## src/rtl/shift_input_conditioner.sv

```systemverilog
// ---------------------------------------------------------------------------
// shift_input_conditioner
//   Front end for the 4-bit serial shift register. It synchronises and
//   debounces a raw pushbutton (shift request) and a raw slide switch (serial
//   data). For every accepted press it emits a one-clk shift_pulse and
//   presents the debounced switch level on data_bit.
//
// Parameters
//   DEBOUNCE_CYCLES  stable clk cycles needed to accept a level change (>= 1)
//   KEY_ACTIVE_LOW   1: key_raw == 0 means pressed; 0: key_raw == 1 means pressed
//   CNT_W            debounce counter width, 2**CNT_W > DEBOUNCE_CYCLES
//
// Ports
//   clk          in   system clock, single domain
//   reset        in   synchronous, active-high reset
//   key_raw      in   raw asynchronous pushbutton
//   sw_raw       in   raw asynchronous slide switch
//   shift_pulse  out  one-clk strobe per accepted press
//   data_bit     out  debounced switch value captured at the press
//   key_level    out  debounced key state, 1 = pressed
//   press_count  out  accepted presses, wraps 255 -> 0
// ---------------------------------------------------------------------------
module shift_input_conditioner #(
    parameter int unsigned DEBOUNCE_CYCLES = 1_000_000,
    parameter bit          KEY_ACTIVE_LOW  = 1'b1,
    parameter int unsigned CNT_W           = 20
) (
    input  logic       clk,
    input  logic       reset,
    input  logic       key_raw,
    input  logic       sw_raw,
    output logic       shift_pulse,
    output logic       data_bit,
    output logic       key_level,
    output logic [7:0] press_count
);

    localparam logic             KEY_RELEASED_LVL = KEY_ACTIVE_LOW ? 1'b1 : 1'b0;
    localparam logic [CNT_W-1:0] CNT_MAX          = CNT_W'(DEBOUNCE_CYCLES);
    localparam logic [CNT_W-1:0] CNT_ONE          = CNT_W'(1);

    typedef enum logic [1:0] {
        RELEASED,
        PRESS_CHK,
        PRESSED,
        RELEASE_CHK
    } key_state_e;

    logic [1:0]       key_sync_q, key_sync_d;
    logic [1:0]       sw_sync_q, sw_sync_d;
    key_state_e       state_q, state_d;
    logic [CNT_W-1:0] key_cnt_q, key_cnt_d;
    logic [CNT_W-1:0] sw_cnt_q, sw_cnt_d;
    logic             sw_stable_q, sw_stable_d;
    logic             shift_pulse_q, shift_pulse_d;
    logic             data_bit_q, data_bit_d;
    logic             key_level_q, key_level_d;
    logic [7:0]       press_count_q, press_count_d;

    logic key_s;
    logic sw_s;

    // Second synchroniser stage, key normalised so that 1 means pressed.
    assign key_s = key_sync_q[1] ^ KEY_RELEASED_LVL;
    assign sw_s  = sw_sync_q[1];

    always_comb begin
        key_sync_d    = {key_sync_q[0], key_raw};
        sw_sync_d     = {sw_sync_q[0], sw_raw};

        state_d       = state_q;
        key_cnt_d     = key_cnt_q;
        shift_pulse_d = 1'b0;
        data_bit_d    = data_bit_q;
        press_count_d = press_count_q;

        case (state_q)
            RELEASED: begin
                if (key_s) begin
                    state_d   = PRESS_CHK;
                    key_cnt_d = CNT_ONE;
                end
            end
            PRESS_CHK: begin
                if (!key_s) begin
                    state_d   = RELEASED;
                    key_cnt_d = '0;
                end else if (key_cnt_q == CNT_MAX) begin
                    state_d       = PRESSED;
                    key_cnt_d     = '0;
                    shift_pulse_d = 1'b1;
                    // Pre-edge sw_stable: a switch commit on this same edge is not seen.
                    data_bit_d    = sw_stable_q;
                    press_count_d = press_count_q + 8'd1;
                end else begin
                    key_cnt_d = key_cnt_q + CNT_ONE;
                end
            end
            PRESSED: begin
                if (!key_s) begin
                    state_d   = RELEASE_CHK;
                    key_cnt_d = CNT_ONE;
                end
            end
            RELEASE_CHK: begin
                if (key_s) begin
                    state_d   = PRESSED;
                    key_cnt_d = '0;
                end else if (key_cnt_q == CNT_MAX) begin
                    state_d   = RELEASED;
                    key_cnt_d = '0;
                end else begin
                    key_cnt_d = key_cnt_q + CNT_ONE;
                end
            end
            default: begin
                state_d   = RELEASED;
                key_cnt_d = '0;
            end
        endcase

        // Registered from the next state so key_level tracks state_q exactly.
        key_level_d = (state_d == PRESSED) || (state_d == RELEASE_CHK);

        sw_stable_d = sw_stable_q;
        sw_cnt_d    = sw_cnt_q;
        if (sw_s == sw_stable_q) begin
            sw_cnt_d = '0;
        end else if (sw_cnt_q == CNT_MAX) begin
            sw_stable_d = sw_s;
            sw_cnt_d    = '0;
        end else begin
            sw_cnt_d = sw_cnt_q + CNT_ONE;
        end
    end

    always_ff @(posedge clk) begin
        if (reset) begin
            key_sync_q    <= {2{KEY_RELEASED_LVL}};
            sw_sync_q     <= '0;
            state_q       <= RELEASED;
            key_cnt_q     <= '0;
            sw_cnt_q      <= '0;
            sw_stable_q   <= 1'b0;
            shift_pulse_q <= 1'b0;
            data_bit_q    <= 1'b0;
            key_level_q   <= 1'b0;
            press_count_q <= '0;
        end else begin
            key_sync_q    <= key_sync_d;
            sw_sync_q     <= sw_sync_d;
            state_q       <= state_d;
            key_cnt_q     <= key_cnt_d;
            sw_cnt_q      <= sw_cnt_d;
            sw_stable_q   <= sw_stable_d;
            shift_pulse_q <= shift_pulse_d;
            data_bit_q    <= data_bit_d;
            key_level_q   <= key_level_d;
            press_count_q <= press_count_d;
        end
    end

    assign shift_pulse = shift_pulse_q;
    assign data_bit    = data_bit_q;
    assign key_level   = key_level_q;
    assign press_count = press_count_q;

endmodule
```

## config.mk

```make
export PLATFORM = sky130hd
export DESIGN_NAME = shift_input_conditioner
export DESIGN_NICKNAME = d
export VERILOG_FILES = /design/src/rtl/shift_input_conditioner.sv
export SDC_FILE = /design/constraint.sdc
export NUM_CORES = 1
export LEC_CHECK = 0
export ABC_CLOCK_PERIOD_IN_PS = 3850
export BUFFER_PORTS_ARGS = -buffer_cell sky130_fd_sc_hd__buf_2
export CAP_MARGIN = 20
export CORE_UTILIZATION = 65
export DETAILED_ROUTE_END_ITERATION = 16
export PLACE_DENSITY = 0.84
export REMOVE_ABC_BUFFERS = 1
export SLEW_MARGIN = 15
export SYNTH_ARGS = -nofsm -noshare
export SYNTH_HDL_FRONTEND = slang
export SYNTH_SLANG_ARGS = --single-unit
```

## constraint.sdc

```tcl
create_clock -name clk -period 3.85 [get_ports clk]
set_input_delay 0.5775 -clock clk [delete_from_list [all_inputs] [get_ports clk]]
set_output_delay 0.5775 -clock clk [all_outputs]
set_load 0.03 [all_outputs]
```

== Word-level counts from Yosys, hierarchy flattened ==
Index checks and enable logic that the tools add are counted.
Widths: inputs -> output; s select.

* Input bits: 4
* Memory bits (writable): 0
* Bits in latches: 0
* Register bits: 58
* Memory bits (read-only): 0
* Memories: 0

* $mul: 0
* Divide/modulo/power cells: 0
* Multiplexer cells: 14
* Bitwise gates (word level): 3
* Magnitude comparators: 0
* Reductions and logical operators: 7
* Shifts and indexed selects: 0
* Add/subtract/negate cells: 3
* Equality and inequality tests: 10

{| class="wikitable"
|+ Operators with widths
! kind !! count
|-
| $mux 20 || 5
|-
| $pmux 20 s4 || 1
|-
| $add 20x1->20 const B || 2
|-
| $eq 20x20->1 const B || 2
|-
| $mux 2 || 6
|-
| $add 8x1->8 const B || 1
|-
| $eq 2x2->1 const B || 4
|-
| $pmux 2 s4 || 1
|-
| $reduce_or 3->1 || 2
|-
| $ne 2x2->1 const B || 2
|-
| $reduce_and 2->1 || 2
|-
| $not 1->1 || 3
|-
| $reduce_and 3->1 || 1
|-
| $eq 2x1->1 const B || 1
|-
| $logic_not 2->1 || 1
|-
| $eq 1x1->1 || 1
|-
| $logic_or 1x1->1 || 1
|-
| $mux 1 || 1
|}

== Logic depth before layout (Yosys ltp) ==
Gate-level depths: netlist (run 1).

* Depth in word-level cells: 6
* Depth in mapped cells: 8
* Gate-level depth less buffers: 7

== Worst setup path after synthesis (run 1) ==
No wires, ideal clock.

* Path kind: reg2reg
* Start: register key_cnt_q[0]
* End: register key_cnt_q[5]
* Cell stages (with the launch flop): 9
* Data arrival time: 1.644 ns
* Path buffers: 1
* Data required time: 3.776 ns
* Setup slack: 2.132 ns
* Library setup time: 0.074 ns
* Cells stage by stage: dfxtp_1 -> inv_1 -> ha_1 -> and4bb_2 -> nand2_1 -> o21ai_1 -> buf_2 -> or3_1 -> a31oi_1

* Longest elaborated chain between the ends: 4
* Elaborated cells on any way between the ends: 6

{| class="wikitable"
|+ Ends and longest elaborated chain
! element !! RTL line !! RTL
|-
| start: declaration || 52 || <nowiki>logic [CNT_W-1:0] key_cnt_q, key_cnt_d;</nowiki>
|-
| start signal: assignment || 153 || <nowiki>key_cnt_q <= key_cnt_d;</nowiki>
|-
| $add 20x1->20 or $eq 20x20->1 (tied branches) || n/a ||
|-
| $mux 20 (*) || 88, 109 ||
|-
| $mux 20, on equally long branches || 106, 85 ||
|-
| $pmux 20 s4 (*) || 77 || <nowiki>case (state_q)</nowiki>
|}

Every way passes the cells marked *; elsewhere a longest branch is shown, timed or not.
A chain may end at the register's enable or synchronous reset.

== Final worst setup path (run 1) ==
* Start: register key_cnt_q[11]
* End: register key_cnt_q[6]

* Longest elaborated chain between the ends: 4
* Elaborated cells on any way between the ends: 5

{| class="wikitable"
|+ Ends and longest elaborated chain
! element !! RTL line
|-
| $eq 20x20->1 (*) || 88, 109
|-
| $mux 20 (*) || 88, 109
|-
| $mux 20, on equally long branches || 106, 85
|-
| $pmux 20 s4 (*) || 77
|}

Marked as above.

==> results of run 1 <==
==> power by group through the flow <==
stage	registers, W	logic (W)	clock network (W)
floorplan	0.000619	0.0000116	0
global placement	0.000619	0.0000221	0
detailed placement	0.000619	0.0000225	0
CTS	0.000605	0.0000227	0.000709
global route	0.000606	0.0000253	0.000737
finish	0.000605	0.0000228	0.000701
==> Yosys cell counts, types with 2 or more instances <==
| library cell | number | share of area |
|---|---|---|
| mux2i_1 | 2 | 0.0071 |
| nor4b_1 | 5 | 0.016 |
| nand4_1 | 13 | 0.029 |
| nor4_1 | 5 | 0.011 |
| a21oi_1 | 7 | 0.012 |
| and4bb_2 | 2 | 0.0089 |
| or3_1 | 14 | 0.031 |
| nor2_1 | 44 | 0.059 |
| and3_1 | 7 | 0.016 |
| nand3b_1 | 4 | 0.011 |
| and4_1 | 5 | 0.016 |
| nor2b_1 | 4 | 0.0089 |
| buf_6 | 2 | 0.0080 |
| and2_1 | 3 | 0.0067 |
| inv_1 | 8 | 0.011 |
| nor3_1 | 7 | 0.012 |
| buf_2 | 2 | 0.0036 |
| nand3_1 | 29 | 0.052 |
| nand2_1 | 27 | 0.036 |
| xor2_1 | 8 | 0.025 |
| nor3b_1 | 2 | 0.0054 |
| or2_2 | 2 | 0.0045 |
| ha_1 | 5 | 0.022 |
| a31oi_1 | 12 | 0.027 |
| a211oi_1 | 2 | 0.0054 |
| o21ai_0 | 3 | 0.0054 |
| clkbuf_2 | 3 | 0.0054 |
| clkbuf_1 | 7 | 0.0094 |
| xnor2_1 | 20 | 0.062 |
| nor4b_4 | 2 | 0.017 |
| dfxtp_1 | 58 | 0.41 |
==> logic make-up after synthesis <==
logic type / after synthesis / synth area share
flops: 58 / 0.4139
mux: 3 / 0.01115
fa+ha+maj: 5 / 0.02230
xor+xnor: 29 / 0.09322
simple gates: 179 / 0.3533
buf+inv: 23 / 0.03970
compound gates: 30 / 0.06646
==> final cells by class <==
| type | count | area, um^2 |
|---|---|---|
| multi-input cells | 246 | 1533 |
| flip-flops and latches | 58 | 1161 |
| fillers | 279 | 944.7 |
| clock inverters | 7 | 125.1 |
| clock buffers | 9 | 123.9 |
| repair buffers | 15 | 77.57 |
| well taps | 50 | 62.56 |
| inverters | 8 | 30.03 |
==> sequential cells by signal, indices dropped and copies added, names as in the netlist <==
register and count:
key_cnt_q 20, sw_cnt_q 20, press_count 8, key_sync_q 2, state_q 2, sw_sync_q 2, data_bit 1, key_level 1
shift_pulse 1, sw_stable_q 1
==> metrics by stage <==
stage,worst slack (ns),util,hold slack [ns],area (um^2)
floorplan,2.160,-,0.3895,2724
global placement,1.890,0.7058,0.3957,2864
detailed placement,1.820,0.7058,0.4002,2864
CTS,1.821,0.7672,0.4062,3113
global route,1.637,0.7672,0.4328,3113
finish,1.794,0.7672,0.4145,3113
==> worst max-delay path by stage <==
| stage | endpoint | slack (ns) | cells after the start |
|---|---|---|---|
| floorplan | key_cnt_q[10] | 2.16 | 7 |
| global placement | sw_cnt_q[19] | 1.89 | 3 |
| detailed placement | sw_cnt_q[15] | 1.82 | 3 |
| CTS | key_cnt_q[6] | 1.82 | 5 |
| global route | key_cnt_q[6] | 1.64 | 5 |
| finish | key_cnt_q[6] | 1.79 | 5 |
==> critical path, stage by stage (launching register included) <==
cell      delay [ns]
dfxtp_1         0.40
nor4b_4         0.38
nand3_4         0.18
o21ai_1         0.60
o22a_1          0.26
a211oi_1        0.08
==> layer usage <==
layer / up-vias / GRT usage / share of wire / wire [um]
met5: - / 0 / 0 / 0
met4: 0 / 0.1702 / 0.029 / 169
met3: 17 / 0.05405 / 0.047 / 271
met2: 70 / 0.4554 / 0.47 / 2722
met1: 1100 / 0.3596 / 0.45 / 2628
li1: 1177 / - / - / -
==> qor.yml, run 1 <==
finalSetupViolations: 0
drc: 0
r2r_cells: 5
switching_share: 0.2137
drt_iter0_markers: 270
cts_resized: 0
fin_crit_ns: 2.056
core.rowCount: 23
crit_start: "key_cnt_q[11]"
min-delay-start: "key_sync_q[0]"
critPathArrivalTime_ns: 2.25
finalMaxSlewViolations: 0
dr_total_vias: 2364
grt_pass1_vias: 2092
clock_skew_ns: 0.005490
r2r_end: "key_cnt_q[6]"
rsz0062_at_grt: "no"
slew-limit-headroom: 0.5242
intPower_w: 0.001045
hold_path_depth: 1
post-cts-setup-buffers: 0
netlist_instances: 327
gr-usage-all-layers: 0.2875
ys_async_sr_fraction: 0
status: "finished, final reports clean"
ff2ff_setup_slack_ns: 1.79
synth_seq_cells: 58
fin_crit_sh: 0.5341
reg2reg_from: "key_cnt_q[11]"
finalWeightedCongestion: 0.8186
powerDensity_mw_per_mm2: 427.0
tightest_slew_ns: 0.7090
drt_first_pass_iters: 5
cts_made_buffers: 9
grt_max_degree: 38
drt-total-wl_um: 5791
cellLeakagePower_nw: 0.9975
startpoint_type: "register"
vdd.ir_drop.worst_mv: 0.3190
place_inst: 377
die_area_mm2: 0.004583
worstPathRequired_ns: 4.04
drive_gt1_frac: 0.1195
cts.sinks: 58
synth_area_mm2: 0.002805
clk_latency_ns: 0.34
ioPinCount: 15
die_w_um: 67.70
synth_edf_count: 0
synth_warnings: 0
synth_ff_type: "dfxtp_1"
drv_cap: 0
clockBufferDepth: 2
syn2layout_area_growth_pct: 10.97
drt.antenna.violating_nets: 0
cts-root-buf: "clkbuf_8"
p_sw_w: 0.0002841
syn_area_per_cell_um2: 8.579
whs_endpoint: "key_sync_q[1]"
seq_power_share: 0.456
grt_pass1_wl_um: 9577
htreeDepth: 3
via_per_inst: 6.015
power.total_w: 0.001329
core_area_mm2: 0.004058
antenna_found_initial: 0
start_util: 0.6913
io_buffer_count: 14
synthDistinctLibCells: 44
final_common_cell: "dfxtp_1"
cts_tree: "built"
stdcell_count: 393
die_h_um: 67.70
hold_viol: 0
setup_tns_ns: 0
path_class: "register to register"
end_kind: "register"
clock_power_share: 0.527
wl_per_cell_um: 14.74
cts.clk_slew.worst_paths_ns: 0.07
layout.nets: 347
cts_hold_buf: 0
ys_seq_area_frac: 0.4139
most-common-layout-cells: "dfxtp_1 (58), nor2_1 (44), nand3_1 (29)"
crit_fanout: 12
max_freq_mhz: 486.3
combPwrFrac: 0.017
n_antenna_cell: 0
detailed_place_hpwl_um: 3837
hold_class: "register to register"
grt-ovfl-total: 0
Note: power is estimated with default switching activity, not from simulation.
==> run 2: changes to the inputs <==
- ABC_AREA: not set -> 1
- ABC_CLOCK_PERIOD_IN_PS: 3850 -> 1700
- CORE_UTILIZATION: 65 -> 55
- PLACE_DENSITY: 0.84 -> 0.75
- clock period: 3.85 -> 1.7 ns (I/O delays scaled with it)
==> qor.yml, run 2 <==
cts.clk_slew.worst_paths_ns: 0.06  # about the same
synth_edf_count: 0  # unchanged
io_buffer_count: 14  # unchanged
cellLeakagePower_nw: 1.364  # +37%
clock_skew_ns: 0.009649  # +0.004159 ns
grt-ovfl-total: 0  # unchanged
netlist_instances: 450  # +38%
grt_pass1_wl_um: 11600  # +21%
drt_iter0_markers: 177  # -34%
cts.sinks: 58  # unchanged
n_antenna_cell: 0  # unchanged
setup_tns_ns: 0  # unchanged
synth_common_cells: "nand2_1 (82), nor2_1 (76), dfxtp_1 (58)"
detailed_place_hpwl_um: 4766  # +24%
startpoint_type: "register"
yosysMostFrequentCell: "nand2_1"
htreeDepth: 3  # unchanged
place_inst: 534  # +42%
syn2layout_area_growth_pct: 13.91
grt_max_degree: 23  # -39%
tightest_slew_ns: 0.3506  # -0.3583 ns
final_common_cell: "nand2_1"
synth_seq_cells: 58  # unchanged
grt_pass1_vias: 2618  # +25%
via_per_inst: 5.284  # -12%
ys_async_sr_fraction: 0  # unchanged
ioPinCount: 15  # unchanged
setup_slack_ns: 0.1200  # -1.674 ns
fill_cells: 490  # +76%
drt-total-wl_um: 6766  # +17%
synth_ff_type: "dfxtp_1"
layout.nets: 485  # +40%
powerDensity_mw_per_mm2: 773.7  # +81%
finalWeightedCongestion: 0.8980  # +9.7%
antenna_found_initial: 0  # unchanged
syn_area_per_cell_um2: 6.976  # -19%
min-delay-start: "key_raw"
hold_viol: 0  # unchanged
ys_seq_area_frac: 0.3699  # -0.04405
synth_area_leaders: "dfxtp_1 (37%), nand2_1 (9.8%), nor2_1 (9.1%), nand3_1 (6.2%), inv_1 (6.0%)"
whs_endpoint: "key_sync_q[0]"
die_h_um: 77.55  # +15%
fin_crit_ns: 1.580  # -0.4764 ns
drt_first_pass_iters: 5  # unchanged
most-common-layout-cells: "nand2_1 (82), nor2_1 (74), dfxtp_1 (57)"
ff2ff_setup_slack_ns: 0.12  # -1.67 ns
r2r_cells: 9  # +4
clk_latency_ns: 0.35  # about the same
clockBufferDepth: 2  # unchanged
end_kind: "register"
cts_tree: "built"
core.rowCount: 27  # +17%
start_util: 0.5701  # -0.1212
synth_area_mm2: 0.003139  # +12%
hold_path_depth: 2  # +1
rsz0062_at_grt: "no"
cts-root-buf: "clkbuf_8"
place_ws_ns: 0.09363  # -1.727 ns
synth_top_area_frac: 0.3699  # -0.04405
synth_largest_area_cell: "dfxtp_1"
synthDistinctLibCells: 31  # -30%
wl_per_cell_um: 12.24  # -17%
vdd.ir_drop.worst_mv: 0.4721  # +48%
slew-limit-headroom: 0.7645  # +0.2403
core_area_mm2: 0.005507  # +36%
worstPathRequired_ns: 1.93  # -2.11 ns
drc: 0  # unchanged
critPathArrivalTime_ns: 1.81  # -0.44 ns
max_freq_mhz: 632.9  # +30%
r2r_end: "key_cnt_q[13]"
gr-usage-all-layers: 0.2446  # -0.04288
cts_made_buffers: 9  # unchanged
reg2reg_from: "key_cnt_q[0]"
hold_class: "input pin to register"
fin_crit_sh: 0.9294  # +0.3953
wl_met1_um: 3090  # +18%
top_layer: "met4"
drv_cap: 0  # unchanged
crit_fanout: 8  # -4
die_w_um: 77.55  # +15%
finalSetupViolations: 0  # unchanged
dr_total_vias: 2922  # +24%
status: "finished, final reports clean"
finalMaxSlewViolations: 0  # unchanged
stdcell_count: 553  # +41%
synth_warnings: 0  # unchanged
met2_length_um: 3221  # +18%
drt.antenna.violating_nets: 0  # unchanged
drive_gt1_frac: 0.1663  # +0.04679
die_area_mm2: 0.006014  # +31%
route.met3.wl_um: 283  # +4.4%
path_class: "register to register"
==> run 2: layout make-up <==
| type | count | area [um^2] | share of cell area |
|---|---|---|---|
| sequential | 58 | 1162 | 0.3251 |
| timing repair buffer | 22 | 142.6 | 0.03989 |
| clock inverter | 4 | 50.05 | 0.01400 |
| tap | 72 | 90.09 | 0.02519 |
| clock buffer | 12 | 155.1 | 0.04339 |
| inverter | 58 | 217.7 | 0.06088 |
| multi-input combinational | 327 | 1758 | 0.4916 |
==> run 2: repair_timing <==
action / in CTS / in global routing
resized for setup: 0 / 9
hold buffers: 0 / 0
endpoints found under the setup margin: 0 / 27
buffers inserted: 0 / 3
==> run 2: metal layers <==
layer  vias to the layer above  track usage
met5                         -            0
met4                         0       0.1151
met3                        18      0.06118
met2                        83       0.4062
met1                      1314       0.2949
li1                       1507            -
==> run 2: how the worst max path moves through the flow <==
stage | startpoint | to | slack, ns | cells past startpoint
after floorplan | sw_cnt_q[0] | sw_cnt_q[14] | 0.22 | 7
after global placement | key_cnt_q[0] | key_cnt_q[15] | 0.14 | 9
after detailed placement | key_cnt_q[0] | key_cnt_q[13] | 0.09 | 9
after CTS | key_cnt_q[0] | key_cnt_q[13] | 0.08 | 9
after global routing | key_cnt_q[1] | key_cnt_q[12] | 0.003 | 9
final | key_cnt_q[0] | key_cnt_q[13] | 0.12 | 9
==> run 2: logic make-up (layout without fill, tap and decap cells) <==
kind of cell | Yosys count | after routing | synth area share
buf+inv | 65 | 96 | 0.08171
xor+xnor | 21 | 21 | 0.05859
simple gates | 265 | 265 | 0.4089
fa+ha+maj | 5 | 5 | 0.01993
compound gates | 36 | 36 | 0.06098
flops | 58 | 58 | 0.3699
==> run 2: where the power goes <==
part	switching [W]	total [W]	internal, W
registers	0.00000538	0.00137	0.00137
logic	0.0000588	0.0000823	0.0000235
clock network	0.000559	0.00131	0.000754
==> run 2: metrics by stage <==
step | hold slack, ns | instance area [um^2] | util | total power (W)
finish | 0.09377 | 3576 | 0.6494 | 0.002767
global route | 0.09149 | 3576 | 0.6494 | 0.002852
CTS | 0.08494 | 3516 | 0.6385 | 0.002786
detailed placement | 0.3938 | 3311 | 0.6012 | 0.001482
global placement | 0.3911 | 3311 | 0.6012 | 0.001481
floorplan | 0.3241 | 3100 | - | 0.001448
==> run 2: worst max-delay path: stages, from the launching register on <==
cell and delay (ns):
dfxtp_2 0.34, inv_1 0.11, ha_1 0.21, nand2_1 0.09, nor2_2 0.16, nand3_4 0.16
nand2_4 0.12, nand2_4 0.08, nand2_4 0.13, nor2_1 0.06
==> run 3: changes to the inputs <==
- CELL_PAD_IN_SITES_DETAIL_PLACEMENT: not set -> 0
- CELL_PAD_IN_SITES_GLOBAL_PLACEMENT: not set -> 1
- CORE_UTILIZATION: 55 -> 40
- PLACE_DENSITY: 0.75 -> not set
- PLACE_DENSITY_LB_ADDON: not set -> 0.1
==> qor.yml, run 3 (synthesized netlist as in run 2, its figures left out) <==
slowest_delay_ns: 0.35  # about the same
cts.sinks: 58  # unchanged
ioPinCount: 15  # unchanged
clock_power_share: 0.471  # -0.004
drv_cap: 0  # unchanged
die_h_um: 90.59  # +17%
die_area_mm2: 0.008207  # +36%
path_class: "register to register"
grt-ovfl-total: 0  # unchanged
hold_class: "input pin to register"
max_freq_mhz: 620.8  # -1.9%
setup_slack_ns: 0.08921  # -0.03081 ns
fin_crit_sh: 0.9475  # +0.01812
cts_tree: "built"
drt_iter0_markers: 101  # -43%
p_sw_w: 0.0006770  # +8.6%
crit_fanout: 8  # unchanged
cts-root-buf: "clkbuf_8"
fill_cells: 796  # +62%
detailed_place_hpwl_um: 5408  # +13%
drive_gt1_frac: 0.1739  # +0.007593
cts.clk_slew.worst_paths_ns: 0.07  # about the same
switching_share: 0.2459  # +0.02066
drt.antenna.violating_nets: 0  # unchanged
vdd.ir_drop.worst_mv: 0.4156  # -12%
antenna_found_initial: 0  # unchanged
hold_viol: 0  # unchanged
tightest_slew_ns: 0.4015  # +0.05088 ns
io_buffer_count: 14  # unchanged
clk_latency_ns: 0.34  # about the same
layout.nets: 487  # +0.41%
combPwrFrac: 0.031  # about the same
setup_tns_ns: 0  # unchanged
htreeDepth: 3  # unchanged
fin_crit_ns: 1.611  # +0.03081 ns
seq_power_share: 0.498  # +0.002
grt_pass1_vias: 2811  # +7.4%
critPathArrivalTime_ns: 1.84  # +0.03 ns
start_util: 0.4237  # -0.1464
slew-limit-headroom: 0.7303  # -0.03418
syn2layout_area_growth_pct: 15.19
status: "finished, final reports clean"
multi_input_area_mm2: 0.001750  # -0.43%
die_w_um: 90.59  # +17%
powerDensity_mw_per_mm2: 761.3  # -1.6%
drt-total-wl_um: 7225  # +6.8%
place_area_mm2: 0.003374  # +1.9%
grt_pass1_wl_um: 12820  # +11%
cts_hold_buf: 0  # unchanged
timing.hold.ws_ns: 0.09778  # +0.004005 ns
cellLeakagePower_nw: 1.371  # +0.56%
drc: 0  # unchanged
crit_slowest_cell: "dfxtp_1"
n_antenna_cell: 0  # unchanged
wl_per_cell_um: 12.41  # +1.5%
dr_total_vias: 2830  # -3.1%
intPower_w: 0.002076  # -3.2%
finalMaxSlewViolations: 0  # unchanged
worstPathRequired_ns: 1.93  # about the same
gr-usage-all-layers: 0.1971  # -0.04754
end_kind: "register"
clockBufferDepth: 2  # unchanged
cts_made_buffers: 9  # unchanged
core_area_mm2: 0.007408  # +35%
core.rowCount: 31  # +15%
final_area_mm2: 0.003616  # +1.1%
seq_area_mm2: 0.001164  # +0.11%
most-common-layout-cells: "nand2_1 (82), nor2_1 (75), dfxtp_1 (56)"
startpoint_type: "register"
clock_skew_ns: 0.01080  # +0.001148 ns
place_ws_ns: 0.09267  # -0.0009567 ns
grt_max_degree: 23  # unchanged
power.total_w: 0.002753  # -0.51%
via_per_inst: 4.863  # -8.0%
finalWeightedCongestion: 0.8404  # -6.4%
drt_first_pass_iters: 4  # -1
finalSetupViolations: 0  # unchanged
final_common_cell: "nand2_1"
crit_chain: "nor2_1 -> nand2_1 -> nor2_1 -> nand3_4 -> nand2_4 -> nand2_4 -> nand2_4 -> nor2_1"
==> run 3: cell count changes in the layout (fill, tap and decap cells not counted), sizes merged <==
cell / previous run / this run
clkinv: 3 / 4
clkinvlp: 2 / 3
buf: 22 / 24
inv: 56 / 57
clkbuf: 12 / 9
==> run 3: final timing paths <==
| kind | start | to | slack [ns] | cells past startpoint |
|---|---|---|---|---|
| setup / recovery | key_cnt_q[2] | key_cnt_q[11] | 0.09 | 8 |
| hold / removal | key_raw | key_sync_q[0] | 0.1 | 2 |
| setup reg to reg | key_cnt_q[2] | key_cnt_q[11] | 0.09 | 8 |
| hold reg to reg | key_sync_q[0] | key_sync_q[1] | 0.41 | 1 |
==> run 3: worst max-delay path: cells and delay by family (launching register included) <==
kind | cells | cell delay, ns
simple gates | 8 | 1.15
flops | 1 | 0.35
==> run 3: what timing repair did <==
action                     in CTS  in global routing
setup endpoints to repair       0                 41
buffers inserted                0                  1
resized for setup               0                  9
==> run 3: power groups by stage <==
stage / combinational (W) / sequential, W / clock [W]
6_report: 0.0000844 / 0.00137 / 0.00130
5_1_grt: 0.0000952 / 0.00137 / 0.00140
4_1_cts: 0.0000843 / 0.00137 / 0.00133
3_5_place_dp: 0.0000839 / 0.00140 / 0
3_3_place_gp: 0.0000848 / 0.00140 / 0
2_1_floorplan: 0.0000469 / 0.00140 / 0
==> run 3: metal layers <==
layer | part of all wire | vias up | GRT usage
met5 | 0 | - | 0
met4 | 0.014 | 0 | 0.07124
met3 | 0.042 | 8 | 0.06397
met2 | 0.48 | 54 | 0.3264
met1 | 0.47 | 1268 | 0.2374
li1 | - | 1500 | -
==> run 3: layout make-up <==
type,count,area share
Clock buffer,9,0.03426
Timing Repair Buffer,24,0.04360
Tap cell,99,0.03426
Inverter,58,0.06021
Sequential cell,58,0.3218
Multi-Input combinational cell,327,0.4841
Clock inverter,7,0.02180
==> run 3: stage by stage <==
stage               cells  utilization
floorplan             443            -
global placement      565       0.4555
detailed placement    565       0.4555
CTS                   581       0.4829
global route          582       0.4881
finish                582       0.4881
